`src/rtl/bpm_pkg.sv`:
```
// rtl/bpm_pkg.sv - shared divider width, divider FSM state and BPM numerator helper
package bpm_pkg;

  localparam int DIV_WIDTH = 32;

  typedef enum logic [0:0] {
    ST_IDLE = 1'b0,
    ST_DIV  = 1'b1
  } div_state_e;

  // Clock cycles per minute; 60 * 50 MHz = 3e9 still fits an unsigned 32-bit word.
  function automatic logic [DIV_WIDTH-1:0] bpm_numerator(input longint unsigned clock_freq);
    longint unsigned prod;
    prod = 64'd60 * clock_freq;
    return prod[DIV_WIDTH-1:0];
  endfunction

endpackage

```
`src/rtl/bpm_beat_generator_if.sv`:
```
// rtl/bpm_beat_generator_if.sv - tempo control, status and click stream of bpm_beat_generator
interface bpm_beat_generator_if
  import bpm_pkg::*;
#(
  parameter int SAMPLE_WIDTH = 16,
  parameter int BPM_WIDTH    = 16
);
  logic [BPM_WIDTH-1:0]           bpm_in;
  logic                           bpm_load;
  logic                           enable;
  logic                           beat_pulse;
  logic                           downbeat;
  logic signed [SAMPLE_WIDTH-1:0] audio_sample;
  logic                           sample_valid;
  logic [DIV_WIDTH-1:0]           period_out;
  logic                           busy;
  logic                           bpm_reject;

  modport master (
    output bpm_in, bpm_load, enable,
    input  beat_pulse, downbeat, audio_sample, sample_valid, period_out, busy, bpm_reject
  );

  modport slave (
    input  bpm_in, bpm_load, enable,
    output beat_pulse, downbeat, audio_sample, sample_valid, period_out, busy, bpm_reject
  );
endinterface

```
`src/rtl/bpm_seq_divider.sv`:
```
// rtl/bpm_seq_divider.sv - 32-bit unsigned restoring divider, one quotient bit per cycle
module bpm_seq_divider
  import bpm_pkg::*;
(
  input  logic                 clk,
  input  logic                 reset,
  input  logic                 start,
  input  logic [DIV_WIDTH-1:0] dividend,
  input  logic [DIV_WIDTH-1:0] divisor,
  output logic [DIV_WIDTH-1:0] quotient,
  output logic                 done
);
  localparam int CNT_W = $clog2(DIV_WIDTH);

  logic [DIV_WIDTH-1:0] rem_q, rem_d;
  logic [DIV_WIDTH-1:0] quot_q, quot_d;
  logic [DIV_WIDTH-1:0] dsor_q, dsor_d;
  logic [CNT_W-1:0]     cnt_q, cnt_d;
  logic                 run_q, run_d;
  logic [DIV_WIDTH:0]   shifted;

  // One restoring step per cycle; done marks the step producing the last bit, whose
  // result is presented on quotient in that same cycle.
  always_comb begin
    rem_d   = rem_q;
    quot_d  = quot_q;
    dsor_d  = dsor_q;
    cnt_d   = cnt_q;
    run_d   = run_q;
    done    = 1'b0;
    shifted = {rem_q, quot_q[DIV_WIDTH-1]};
    if (start) begin
      rem_d  = '0;
      quot_d = dividend;
      dsor_d = divisor;
      cnt_d  = '0;
      run_d  = 1'b1;
    end else if (run_q) begin
      if (shifted >= {1'b0, dsor_q}) begin
        rem_d  = DIV_WIDTH'(shifted - {1'b0, dsor_q});
        quot_d = {quot_q[DIV_WIDTH-2:0], 1'b1};
      end else begin
        rem_d  = shifted[DIV_WIDTH-1:0];
        quot_d = {quot_q[DIV_WIDTH-2:0], 1'b0};
      end
      cnt_d = cnt_q + CNT_W'(1);
      if (cnt_q == CNT_W'(DIV_WIDTH - 1)) begin
        done  = 1'b1;
        run_d = 1'b0;
      end
    end
  end

  assign quotient = quot_d;

  // Divider state registers.
  always_ff @(posedge clk or posedge reset) begin
    if (reset) begin
      rem_q  <= '0;
      quot_q <= '0;
      dsor_q <= '0;
      cnt_q  <= '0;
      run_q  <= 1'b0;
    end else begin
      rem_q  <= rem_d;
      quot_q <= quot_d;
      dsor_q <= dsor_d;
      cnt_q  <= cnt_d;
      run_q  <= run_d;
    end
  end
endmodule

```
`src/rtl/bpm_beat_generator.sv`:
```
// rtl/bpm_beat_generator.sv - beat pulse train and click audio at a loaded BPM; BPM_GEN_ACCENT_EN accents bar downbeats
module bpm_beat_generator
  import bpm_pkg::*;
#(
  parameter int SAMPLE_WIDTH      = 16,
  parameter int CLOCK_FREQ        = 50_000_000,
  parameter int SAMPLE_RATE       = 30_720,
  parameter int BPM_WIDTH         = 16,
  parameter int MIN_BPM           = 30,
  parameter int MAX_BPM           = 300,
  parameter int CLICK_SAMPLES     = 614,
  parameter int CLICK_AMPLITUDE   = 8192,
  parameter int CLICK_HALF_PERIOD = 8
) (
  input logic                 clk,
  input logic                 reset,
  bpm_beat_generator_if.slave bus
);
  localparam logic [DIV_WIDTH-1:0] NUMERATOR = bpm_numerator(64'(CLOCK_FREQ));
  localparam int PH_W       = $clog2(2 * CLICK_HALF_PERIOD);
  localparam int CNT_W      = $clog2(CLICK_SAMPLES + 1);
  localparam int MAX_POS    = 2 ** (SAMPLE_WIDTH - 1) - 1;
  localparam int ACCENT_AMP = (2 * CLICK_AMPLITUDE > MAX_POS) ? MAX_POS : 2 * CLICK_AMPLITUDE;

  div_state_e                     state_q, state_d;
  logic [DIV_WIDTH-1:0]           period_q, period_d;
  logic                           period_valid_q, period_valid_d;
  logic                           reject_q, reject_d;
  logic [31:0]                    count_q, count_d;
  logic                           beat_q, beat_d;
  logic                           downbeat_q, downbeat_d;
  logic [1:0]                     beat_idx_q, beat_idx_d;
  logic                           accent_q, accent_d;
  logic [31:0]                    acc_q, acc_d, acc_sum;
  logic                           tick_q, tick_d;
  logic [CNT_W-1:0]               click_cnt_q, click_cnt_d;
  logic [PH_W-1:0]                phase_q, phase_d;
  logic signed [SAMPLE_WIDTH-1:0] audio_q, audio_d, amp;
  logic                           in_range, accept, div_done;
  logic [DIV_WIDTH-1:0]           div_quot;

  bpm_seq_divider u_div (
    .clk      (clk),
    .reset    (reset),
    .start    (accept),
    .dividend (NUMERATOR),
    .divisor  (DIV_WIDTH'(bus.bpm_in)),
    .quotient (div_quot),
    .done     (div_done)
  );

  // Load acceptance and the IDLE/DIV sequencing around the divider.
  always_comb begin
    in_range       = (32'(bus.bpm_in) >= 32'(MIN_BPM)) && (32'(bus.bpm_in) <= 32'(MAX_BPM));
    accept         = bus.bpm_load && (state_q == ST_IDLE) && in_range;
    reject_d       = bus.bpm_load && !accept;
    state_d        = state_q;
    period_d       = period_q;
    period_valid_d = period_valid_q;
    if (accept) begin
      state_d = ST_DIV;
    end else if (div_done) begin
      state_d        = ST_IDLE;
      period_d       = div_quot;
      period_valid_d = 1'b1;
    end
  end

  // Beat counter; a period shorter than the running count fires on the next cycle.
  always_comb begin
    beat_d  = 1'b0;
    count_d = '0;
    if (bus.enable && period_valid_q) begin
      if (count_q >= period_q - 32'd1) beat_d = 1'b1;
      else count_d = count_q + 32'd1;
    end
`ifdef BPM_GEN_ACCENT_EN
    downbeat_d = beat_d && (beat_idx_q == 2'd0);
    beat_idx_d = !bus.enable ? 2'd0 : (beat_d ? beat_idx_q + 2'd1 : beat_idx_q);
`else
    downbeat_d = 1'b0;
    beat_idx_d = 2'd0;
`endif
  end

  // Sample-rate NCO and click synthesis; a beat and a tick together emit the first click sample.
  always_comb begin
    acc_sum     = acc_q + 32'(SAMPLE_RATE);
    tick_d      = acc_sum >= 32'(CLOCK_FREQ);
    acc_d       = tick_d ? acc_sum - 32'(CLOCK_FREQ) : acc_sum;
    click_cnt_d = click_cnt_q;
    phase_d     = phase_q;
    accent_d    = accent_q;
    audio_d     = audio_q;
    if (!bus.enable) click_cnt_d = '0;
    if (beat_d) begin
      click_cnt_d = CNT_W'(CLICK_SAMPLES);
      phase_d     = '0;
      accent_d    = downbeat_d;
    end
    amp = accent_d ? SAMPLE_WIDTH'(ACCENT_AMP) : SAMPLE_WIDTH'(CLICK_AMPLITUDE);
    if (tick_d) begin
      if (click_cnt_d != '0) begin
        audio_d     = (phase_d < PH_W'(CLICK_HALF_PERIOD)) ? amp : -amp;
        click_cnt_d = click_cnt_d - CNT_W'(1);
        phase_d     = (phase_d == PH_W'(2 * CLICK_HALF_PERIOD - 1)) ? '0 : phase_d + PH_W'(1);
      end else begin
        audio_d = '0;
      end
    end
  end

  // All state registers; reset aborts any division and invalidates the period.
  always_ff @(posedge clk or posedge reset) begin
    if (reset) begin
      state_q        <= ST_IDLE;
      period_q       <= '0;
      period_valid_q <= 1'b0;
      reject_q       <= 1'b0;
      count_q        <= '0;
      beat_q         <= 1'b0;
      downbeat_q     <= 1'b0;
      beat_idx_q     <= '0;
      accent_q       <= 1'b0;
      acc_q          <= '0;
      tick_q         <= 1'b0;
      click_cnt_q    <= '0;
      phase_q        <= '0;
      audio_q        <= '0;
    end else begin
      state_q        <= state_d;
      period_q       <= period_d;
      period_valid_q <= period_valid_d;
      reject_q       <= reject_d;
      count_q        <= count_d;
      beat_q         <= beat_d;
      downbeat_q     <= downbeat_d;
      beat_idx_q     <= beat_idx_d;
      accent_q       <= accent_d;
      acc_q          <= acc_d;
      tick_q         <= tick_d;
      click_cnt_q    <= click_cnt_d;
      phase_q        <= phase_d;
      audio_q        <= audio_d;
    end
  end

  assign bus.beat_pulse   = beat_q;
  assign bus.downbeat     = downbeat_q;
  assign bus.audio_sample = audio_q;
  assign bus.sample_valid = tick_q;
  assign bus.period_out   = period_q;
  assign bus.busy         = (state_q == ST_DIV);
  assign bus.bpm_reject   = reject_q;
endmodule
```
`src/flat_wrapper.sv`:
```
// flat-port wrapper written by rule: the top's interface ports become plain ports
module bpm_beat_generator_flat import bpm_pkg::*;
#(
  parameter int SAMPLE_WIDTH      = 16,
  parameter int CLOCK_FREQ        = 50_000_000,
  parameter int SAMPLE_RATE       = 30_720,
  parameter int BPM_WIDTH         = 16,
  parameter int MIN_BPM           = 30,
  parameter int MAX_BPM           = 300,
  parameter int CLICK_SAMPLES     = 614,
  parameter int CLICK_AMPLITUDE   = 8192,
  parameter int CLICK_HALF_PERIOD = 8
)
  (clk, reset, bus_bpm_in, bus_bpm_load, bus_enable, bus_beat_pulse, bus_downbeat, bus_audio_sample, bus_sample_valid, bus_period_out, bus_busy, bus_bpm_reject);
  bpm_beat_generator_if #(.SAMPLE_WIDTH(SAMPLE_WIDTH), .BPM_WIDTH(BPM_WIDTH)) bus_i ();
  input logic clk;
  input logic reset;
  input wire logic [$bits(bus_i.bpm_in)-1:0] bus_bpm_in;
  input wire logic [$bits(bus_i.bpm_load)-1:0] bus_bpm_load;
  input wire logic [$bits(bus_i.enable)-1:0] bus_enable;
  output wire logic [$bits(bus_i.beat_pulse)-1:0] bus_beat_pulse;
  output wire logic [$bits(bus_i.downbeat)-1:0] bus_downbeat;
  output wire logic [$bits(bus_i.audio_sample)-1:0] bus_audio_sample;
  output wire logic [$bits(bus_i.sample_valid)-1:0] bus_sample_valid;
  output wire logic [$bits(bus_i.period_out)-1:0] bus_period_out;
  output wire logic [$bits(bus_i.busy)-1:0] bus_busy;
  output wire logic [$bits(bus_i.bpm_reject)-1:0] bus_bpm_reject;
  assign bus_i.bpm_in = bus_bpm_in;
  assign bus_i.bpm_load = bus_bpm_load;
  assign bus_i.enable = bus_enable;
  assign bus_beat_pulse = bus_i.beat_pulse;
  assign bus_downbeat = bus_i.downbeat;
  assign bus_audio_sample = bus_i.audio_sample;
  assign bus_sample_valid = bus_i.sample_valid;
  assign bus_period_out = bus_i.period_out;
  assign bus_busy = bus_i.busy;
  assign bus_bpm_reject = bus_i.bpm_reject;
  bpm_beat_generator #(.SAMPLE_WIDTH(SAMPLE_WIDTH), .CLOCK_FREQ(CLOCK_FREQ), .SAMPLE_RATE(SAMPLE_RATE), .BPM_WIDTH(BPM_WIDTH), .MIN_BPM(MIN_BPM), .MAX_BPM(MAX_BPM), .CLICK_SAMPLES(CLICK_SAMPLES), .CLICK_AMPLITUDE(CLICK_AMPLITUDE), .CLICK_HALF_PERIOD(CLICK_HALF_PERIOD)) u_core (.clk(clk), .reset(reset), .bus(bus_i));
endmodule
```
`config.mk`:
```
export PLATFORM = sky130hd
export DESIGN_NAME = bpm_beat_generator_flat
export DESIGN_NICKNAME = d
export VERILOG_FILES = /design/src/rtl/bpm_pkg.sv /design/src/rtl/bpm_beat_generator_if.sv /design/src/rtl/bpm_seq_divider.sv /design/src/rtl/bpm_beat_generator.sv /design/src/flat_wrapper.sv
export SDC_FILE = /design/constraint.sdc
export NUM_CORES = 1
export LEC_CHECK = 0
export CORE_AREA = 4 4 152 154
export DETAILED_ROUTE_END_ITERATION = 6
export DIE_AREA = 0 0 156 158
export GPL_TIMING_DRIVEN = 0
export PLACE_DENSITY = 0.75
export SLEW_MARGIN = 20
export SYNTH_ARGS = -nofsm -noshare
export SYNTH_HDL_FRONTEND = slang
export SYNTH_SLANG_ARGS = --single-unit
```
`constraint.sdc`:
```
create_clock -name clk -period 8.55 [get_ports clk]
set_clock_uncertainty 0.2 [all_clocks]
set_input_delay 1.2825 -clock clk [delete_from_list [all_inputs] [get_ports clk]]
set_output_delay 1.2825 -clock clk [all_outputs]
set_load 0.005 [all_outputs]
```
After elaboration in Yosys (flattened, before gate mapping)
Cells that the tools add are included.

Output and inout port bits: 53. Bits of input ports: 20. Register bits: 218.

Muxes and demuxes: 33. Bitwise gates (word level): 2. Equality and inequality tests: 2. Add/subtract/negate cells: 9. Reduce and logical (&&, ||, !) cells: 10. Order comparisons: 6.

Operator list (number): $mux 32 (8); $mux 10 (4); $ge 33x16->1 (1); $add 32x1->32 const B (1); $add 32x15->32 const B (1); $ge 32x26->1 const B (1); $ge 32x32->1 (1); $mux 16 (2); $sub 32x1->32 const B (1); $sub 32x16->32 (1); $sub 32x26->32 const B (1); $ge 16x5->1 const B (1); $le 16x9->1 const B (1); $mux 4 (4); $neg 16->16 (1); $mux 15 (1); $mux 1 (12); $mux 5 (2); $reduce_bool 10->1 (1); $sub 10x1->10 const B (1); $add 5x1->5 const B (1); $eq 5x5->1 const B (1); $logic_and 1x1->1 (5); $add 4x1->4 const B (1); 6 further kinds (8).

Depth between registers and ports, before layout
Gate-level depths: netlist (run 1).

Depth after elaboration: 9. Depth in mapped cells: 23. Mapped depth without buffers: 22.

By module
Synthesis (run 1) repeated with hierarchy kept, for this count alone.

Cells, all modules: 1480. Area total of the unflattened synthesis: 13508.0 um2.

Modules (own cells, without submodules): bpm_beat_generator (area an instance 7305.8 um2, seq. area each 2802.7 um2, times used 1, cells each 770); bpm_seq_divider (area an instance 6202.2 um2, seq. area each 2552.4 um2, times used 1, cells each 710).

Worst setup path before layout (run 1)
No wires, ideal clock.

Path kind: register -> register. Start: register u_core.period_q[2], in the netlist u_core.bus.period_out[2]. End: register u_core.phase_q[1]. Arrival: 5.093 ns. Slack: 3.129 ns. Cell stages (with the launch flop): 21. Clock period less this slack: 5.421 ns. Path through: dfrtp_1 nor4_2 nand4_1 or4_1 or2_2 nand2b_1 nor3_1 xnor2_1 ha_1 a21o_1 a21o_1 a221oi_1 nand3_1 o31ai_1 nor2_1 clkbuf_1 a21oi_1 ha_1 nand3_1 o21ai_2 mux2_1.

Longest elaborated chain between the ends: 9.

RTL lines: start, declared (RTL line bpm_beat_generator.sv:26) `logic [DIV_WIDTH-1:0] period_q, period_d;`; start signal, assigned (RTL line bpm_beat_generator.sv:132) `period_q <= period_d;`; $sub 32x1->32 (*) (RTL line bpm_beat_generator.sv:74) `if (count_q >= period_q - 32'd1) beat_d = 1'b1;`; $ge 32x32->1 (*) (RTL line bpm_beat_generator.sv:74); $mux 1 (*) (RTL line bpm_beat_generator.sv:74); $mux 1 (*) (RTL line bpm_beat_generator.sv:73) `if (bus.enable && period_valid_q) begin`; $mux 4 (RTL line bpm_beat_generator.sv:96) `if (beat_d) begin`; $add 4x1->4 / $eq 4x4->1 (equally long branches) (RTL line bpm_beat_generator.sv:106) `phase_d = (phase_d == PH_W'(2 * CLICK_HALF_PERIOD - 1)) ? '0 : phase_d + PH_W'(1);`; $mux 4 (RTL line bpm_beat_generator.sv:106); $mux 4 (RTL line bpm_beat_generator.sv:103) `if (click_cnt_d != '0) begin`; $mux 4 (*) (RTL line bpm_beat_generator.sv:102) `if (tick_d) begin`; net u_core.phase_d[1] (RTL line bpm_beat_generator.sv:37) `logic [PH_W-1:0] phase_q, phase_d;`; end signal, assigned (RTL line bpm_beat_generator.sv:143) `phase_q <= phase_d;`; end, declared (RTL line bpm_beat_generator.sv:37).

The timed path passes the listed nets; every way through them passes the cells marked *. A chain may end at the register's enable or synchronous reset.

Worst setup path in the final report (run 1)
Ends and elaborated chain as after synthesis.

==> impl_metrics.yaml, run 1 <==
finish:
  nets: 1379
  fin_util: 0.618
  drive_gt1_frac: 0.0998
  seq_area_mm2: 0.00495
  num_antenna_cells: 0
  syn_to_final_growth_pct: 13.8
  filler_cell_count: 1864
  final_cell_area_mm2: 0.0134
  multi_input_area_mm2: 0.00642
floorplan:
  core_mm2: 0.0217
  num_rows: 54
  fp.dieH_um: 158
  start_util: 0.543
  pin_count: 73
  die-area_mm2: 0.0246
  die_w_um: 156
timing:
  min_period_ns: 6.45
  setup_ws_ns: 2.10
  finalSetupViolCount: 0
  fmax_mhz: 155
  hold_violations: 0
  rsz0062_at_grt: "false"
  finalMaxSlewViolations: 0
  fin_crit_sh: 0.755
  tightest_slew_ns: 0.756
  slew_headroom: 0.496
pwr:
  max-vdd-ir-drop_mv: 0.114
  power_mw: 2.61
  power_density_mw_per_mm2: 195
  p_leak_nw: 5.49
synth:
  synth-edff-count: 0
  synth_area_mm2: 0.0118
  synth_ff_type: "dfrtp_1"
  ys_ff_latch: 198
  seq_area_frac_synth: 0.421
  synthCells: 1207
  avgSynthCellArea_um2: 9.76
  synth-async-reset-ratio: 1.00
  synth_cell_types: 84
  synth_warnings: 0
grt:
  grt_pass1_vias: 8730
  grt_overflow: 0
  grt_pass1_wl_mm: 43.4
  grt_max_degree: 82
  track_usage: 0.214
  grt_antenna_before_repair: 0
cts:
  postCtsSetupRepairBufs: 0
  cts_tree: "yes"
  clockBufferDepth: 2
  h-tree-depth: 4
  path_clk_slew_ns: 0.08
  postCtsHoldBufs: 0
  cts_resized: 0
  cts_root_buf: "clkbuf_16"
  cts_sinks: 198
  clock_latency_ns: 0.45
  numCtsBuffers: 17
run_status:
  status: "completed"
placed_design:
  io_buffers: 58
  place_hpwl_mm: 18.6
  gp_congestion: 0.887
  dpl_worst_slack_ns: 2.10
  placed_area_mm2: 0.0128
worst_setup_path:
  crit_path_start_kind: "flop"
  critPathTopFamily: "simple AND/OR/NAND/NOR gates"
  critPathArrivalTime_ns: 6.58
  required_ns: 8.67
  crit_fanout: 10
  end_kind: "flop"
  crit_chain: "nor4_2, nand4_1, or4_1, or2_2, nand2b_1, nor3_1, xnor2_1, ha_1, a21o_1, a21o_1, a221oi_1, nand3_1, o31ai_1, nor2_1, clkbuf_1, a21oi_1, ha_1, nand3_1, o21ai_2, mux2_1"
  crit_type: "reg -> reg"
  cp_slowest_cell: "or4_1"
  cpPeakStageDelay_ns: 0.56
  path_buf_inv: 1
flow_run:
  drv_cap: 0
min_path:
  min_path_type: "reg -> reg"
routing:
  met3_length_um: 767
  drt-pass1-iter-count: 5
  drt_wl_total_mm: 25.6
  first_iter_violations: 518
  vias_per_cell: 5.68
  top_layer_used: "met4"
  met1_length_mm: 11.9
  wl_met2_mm: 12.6
  vias: 9041
  wl_per_cell_um: 16.0
  drc_errors: 0
  antenna_left: 0
==> kinds of logic after synthesis <==
kind of cell | after synthesis | synth area share
simple gates | 440 | 0.188
flops | 198 | 0.421
xor+xnor | 131 | 0.0974
other cells | 1 | 0.000318
buf+inv | 94 | 0.0386
compound gates | 205 | 0.121
fa+ha+maj | 60 | 0.0644
mux | 78 | 0.0698
==> metal layers <==
| layer | track usage | up-vias |
|---|---|---|
| li1 | - | 4446 |
| met1 | 0.287 | 4431 |
| met2 | 0.364 | 140 |
| met3 | 0.0317 | 24 |
| met4 | 0.0567 | 0 |
| met5 | 0 | - |
==> metrics by stage <==
step                      hold slack [ns]  setup TNS [ns]  cells
after global placement              0.262         -202.81   1558
after CTS                           0.285               0   1592
final                               0.282               0   1592
after global routing                0.289               0   1592
after floorplan                     0.243               0   1220
after detailed placement            0.271               0   1560
==> final timing paths <==
| check | cells past startpoint | slack [ns] | start | endpoint |
|---|---|---|---|---|
| min in group asynchronous | 2 | 1.01 | reset | u_core.acc_q[20] |
| min reg2reg | 1 | 0.28 | u_core.acc_q[10] | u_core.acc_q[10] |
| max | 20 | 2.10 | u_core.bus.period_out[2] | u_core.phase_q[1] |
| max in group asynchronous | 4 | 6.04 | reset | u_core.u_div.rem_q[15] |
| max reg2reg | 20 | 2.10 | u_core.bus.period_out[2] | u_core.phase_q[1] |
| min | 1 | 0.28 | u_core.acc_q[10] | u_core.acc_q[10] |
==> where the power goes <==
| group | total [mW] | internal [mW] | switching (mW) |
|---|---|---|---|
| Sequential | 1.19 | 1.07 | 0.126 |
| Combinational | 0.625 | 0.287 | 0.338 |
| Clock | 0.797 | 0.390 | 0.407 |
==> cell type report <==
class                      instances  share of cell area
timing repair buffer              60              0.0474
clock buffer                      17              0.0317
tap                              280              0.0261
sequential                       198               0.370
clock inverter                    15              0.0114
inverter                          34              0.0105
buffer                            60              0.0240
multi-input combinational        928               0.479
==> synthesized netlist by cell type, drive strengths merged, types with 12 or more instances <==
master | number | share of area
nand2 | 90 | 0.029
dfrtp | 198 | 0.42
and3 | 23 | 0.013
a21oi | 45 | 0.019
ha | 59 | 0.063
nand3 | 43 | 0.020
a211oi | 16 | 0.012
a21o | 14 | 0.0089
or3 | 14 | 0.0074
buf | 24 | 0.016
nor2 | 139 | 0.044
xor2 | 47 | 0.035
nor3 | 33 | 0.015
inv | 34 | 0.011
o21ai | 56 | 0.025
nand4 | 17 | 0.0090
mux2 | 33 | 0.032
nor4 | 21 | 0.014
mux2i | 45 | 0.038
a31oi | 12 | 0.0069
clkbuf | 36 | 0.012
xnor2 | 84 | 0.062
==> cell usage in the layout, fill, tap and decap left out, types with 15 or more instances in the layout <==
cell	netlist	routed
dfrtp_1	198	198
nor2_1	139	139
nand2_1	89	89
xnor2_1	84	84
ha_1	59	59
clkdlybuf4s50_1	0	58
o21ai_0	53	53
xor2_1	47	47
a21oi_1	45	45
mux2i_1	45	45
nand3_1	41	41
clkbuf_1	35	35
inv_1	33	32
mux2_2	32	32
nor3_1	31	31
and3_1	19	19
nand4_1	17	17
clkbuf_16	0	17
buf_4	16	16
nor4_1	15	15
==> sequential cells by signal (all words and copies together), names as in the netlist <==
signal and flops:
u_core.bus.sample_valid 1, u_core.u_div.dsor_q 16, u_core.count_q 32, u_core.period_valid_q 1
u_core.u_div.run_q 1, u_core.acc_q 25, u_core.bus.busy 1, u_core.bus.period_out 32
u_core.u_div.cnt_q 5, u_core.bus.audio_sample 3, u_core.phase_q 4, u_core.u_div.rem_q 32
u_core.click_cnt_q 10, u_core.bus.bpm_reject 1, u_core.bus.beat_pulse 1, u_core.u_div.quot_q 32
u_core.accent_q 1
Power figures use the tool's default switching activity.
==> run 2: changes to the inputs <==
==> constraint.sdc (replaced) <==
create_clock -name clk -period 6.77 [get_ports clk]
set_clock_uncertainty 0.2 [all_clocks]
set_input_delay 1.0155 -clock clk [delete_from_list [all_inputs] [get_ports clk]]
set_output_delay 1.0155 -clock clk [all_outputs]
set_load 0.005 [all_outputs]
==> run 2 against run 1 <==
Critical path depth unchanged. Final cell count stayed put. Utilization is essentially flat. Combinational power is 26% higher. Register-to-register slack lost 1.7 ns. Worst hold slack about the same. Sequential power up 26%. Via count down 0.12%.
==> impl_metrics.yaml, run 2 (synthesis results as in run 1) <==
run_status:
  status: "completed"
grt:
  grt_pass1_wl_mm: 43.4
  grt_antenna_before_repair: 0
  grt_pass1_vias: 8730
  grt_overflow: 0
  grt_max_degree: 82
  track_usage: 0.214
cts:
  h-tree-depth: 4
  postCtsSetupRepairBufs: 0
  cts_tree: "yes"
  cts_sinks: 198
  numCtsBuffers: 17
  path_clk_slew_ns: 0.08
  cts_resized: 0
  cts_root_buf: "clkbuf_16"
  clockBufferDepth: 2
  clock_latency_ns: 0.45
  postCtsHoldBufs: 0
routing:
  drt-pass1-iter-count: 5
  first_iter_violations: 498
  vias: 9030
  vias_per_cell: 5.67
  antenna_left: 0
  drt_wl_total_mm: 25.5
  wl_per_cell_um: 16.0
  drc_errors: 0
timing:
  tightest_slew_ns: 0.759
  tns_ns: 0
  setup_ws_ns: 0.383
  slew_headroom: 0.494
  finalMaxSlewViolations: 0
  fmax_mhz: 157
  min_period_ns: 6.39
  hold_violations: 0
  finalSetupViolCount: 0
  fin_crit_sh: 0.943
pwr:
  max-vdd-ir-drop_mv: 0.145
  power_density_mw_per_mm2: 246
  p_leak_nw: 5.48
worst_setup_path:
  cp_slowest_cell: "or4_1"
  crit_fanout: 10
  end_kind: "flop"
  crit_path_start_kind: "flop"
  path_buf_inv: 1
  crit_chain: "nor4_2, nand4_1, or4_1, or2_2, nand2b_1, nor3_1, xnor2_1, ha_1, a21o_1, a21o_1, a221oi_1, nand3_1, o31ai_2, nor2_1, clkbuf_1, a21oi_1, ha_1, nand3_1, o21ai_2, mux2_1"
  cpPeakStageDelay_ns: 0.56
  critPathTopFamily: "simple AND/OR/NAND/NOR gates"
  crit_type: "reg -> reg"
  required_ns: 6.90
  critPathArrivalTime_ns: 6.51
placed_design:
  dp.cells: 1560
  placed_area_mm2: 0.0128
  place_hpwl_mm: 18.6
  gp_congestion: 0.887
  io_buffers: 58
  dpl_worst_slack_ns: 0.323
flow_run:
  drv_cap: 0
finish:
  final_cell_area_mm2: 0.0134
  final_common_cell: "dfrtp_1"
  filler_cell_count: 1863
  drive_gt1_frac: 0.101
  fin_util: 0.618
  nets: 1379
  multi_input_area_mm2: 0.00642
  fin_cells: 1592
  num_antenna_cells: 0
  seq_area_mm2: 0.00495
  most-common-layout-cells: "dfrtp_1, nor2_1, nand2_1"
  syn_to_final_growth_pct: 13.8
floorplan:
  start_util: 0.543
  pin_count: 73
  num_rows: 54
  fp.dieH_um: 158
  core_mm2: 0.0217
  die_w_um: 156
  die-area_mm2: 0.0246
min_path:
  min_path_type: "reg -> reg"
## run 2: changes by cell type in the layout (fill, tap and decap cells not counted)
cell	previous run	this run
o31ai_1	4	3
o31ai_2	0	1
## run 2: routing by layer
layer	track usage	part of all wire	vias to the layer above
met1	0.287	0.46	4437
met2	0.364	0.49	131
met5	0	0	-
li1	-	-	4436
met3	0.0317	0.030	26
met4	0.0567	0.012	0
## run 2: layout make-up
type                       instances  area share
buffer                            60      0.0240
timing repair buffer              60      0.0474
clock buffer                      17      0.0317
sequential                       198       0.370
tap                              280      0.0261
inverter                          34      0.0105
clock inverter                    15      0.0114
multi-input combinational        928       0.479
## run 2: worst paths after layout
| check | startpoint | endpoint | slack, ns | depth (start not counted) |
|---|---|---|---|---|
| min in group asynchronous | reset | u_core.acc_q[20] | 0.75 | 2 |
| worst min register to register | u_core.acc_q[10] | u_core.acc_q[10] | 0.28 | 1 |
| worst max register to register | u_core.bus.period_out[2] | u_core.phase_q[1] | 0.38 | 20 |
| max in group asynchronous | reset | u_core.count_q[14] | 4.53 | 4 |
| worst max-delay path | u_core.bus.period_out[2] | u_core.phase_q[1] | 0.38 | 20 |
| worst min-delay path | u_core.acc_q[10] | u_core.acc_q[10] | 0.28 | 1 |
## run 2: through the flow
step / hold slack [ns] / total power [mW]
final: 0.282 / 3.30
after detailed placement: 0.271 / 2.31
after global placement: 0.262 / 2.27
after floorplan: 0.243 / 2.11
after CTS: 0.285 / 3.31
after global routing: 0.289 / 3.50
## run 2: worst register-to-register path, delay by kind of cell (launching register included)
kind,cells,cell delay [ns]
and+or+nand+nor,9,2.64
AOI/OAI and AO/OA,6,1.64
adders and majority gates,2,0.55
DFF,1,0.46
muxes,1,0.36
buffers and inverters,1,0.25
xor gates and xnor gates,1,0.15
## run 2: power breakdown
| part | switching [mW] | internal (mW) | leakage, nW |
|---|---|---|---|
| sequential | 0.158 | 1.35 | 2.20 |
| combinational | 0.427 | 0.362 | 3.00 |
| clock | 0.513 | 0.492 | 0.278 |
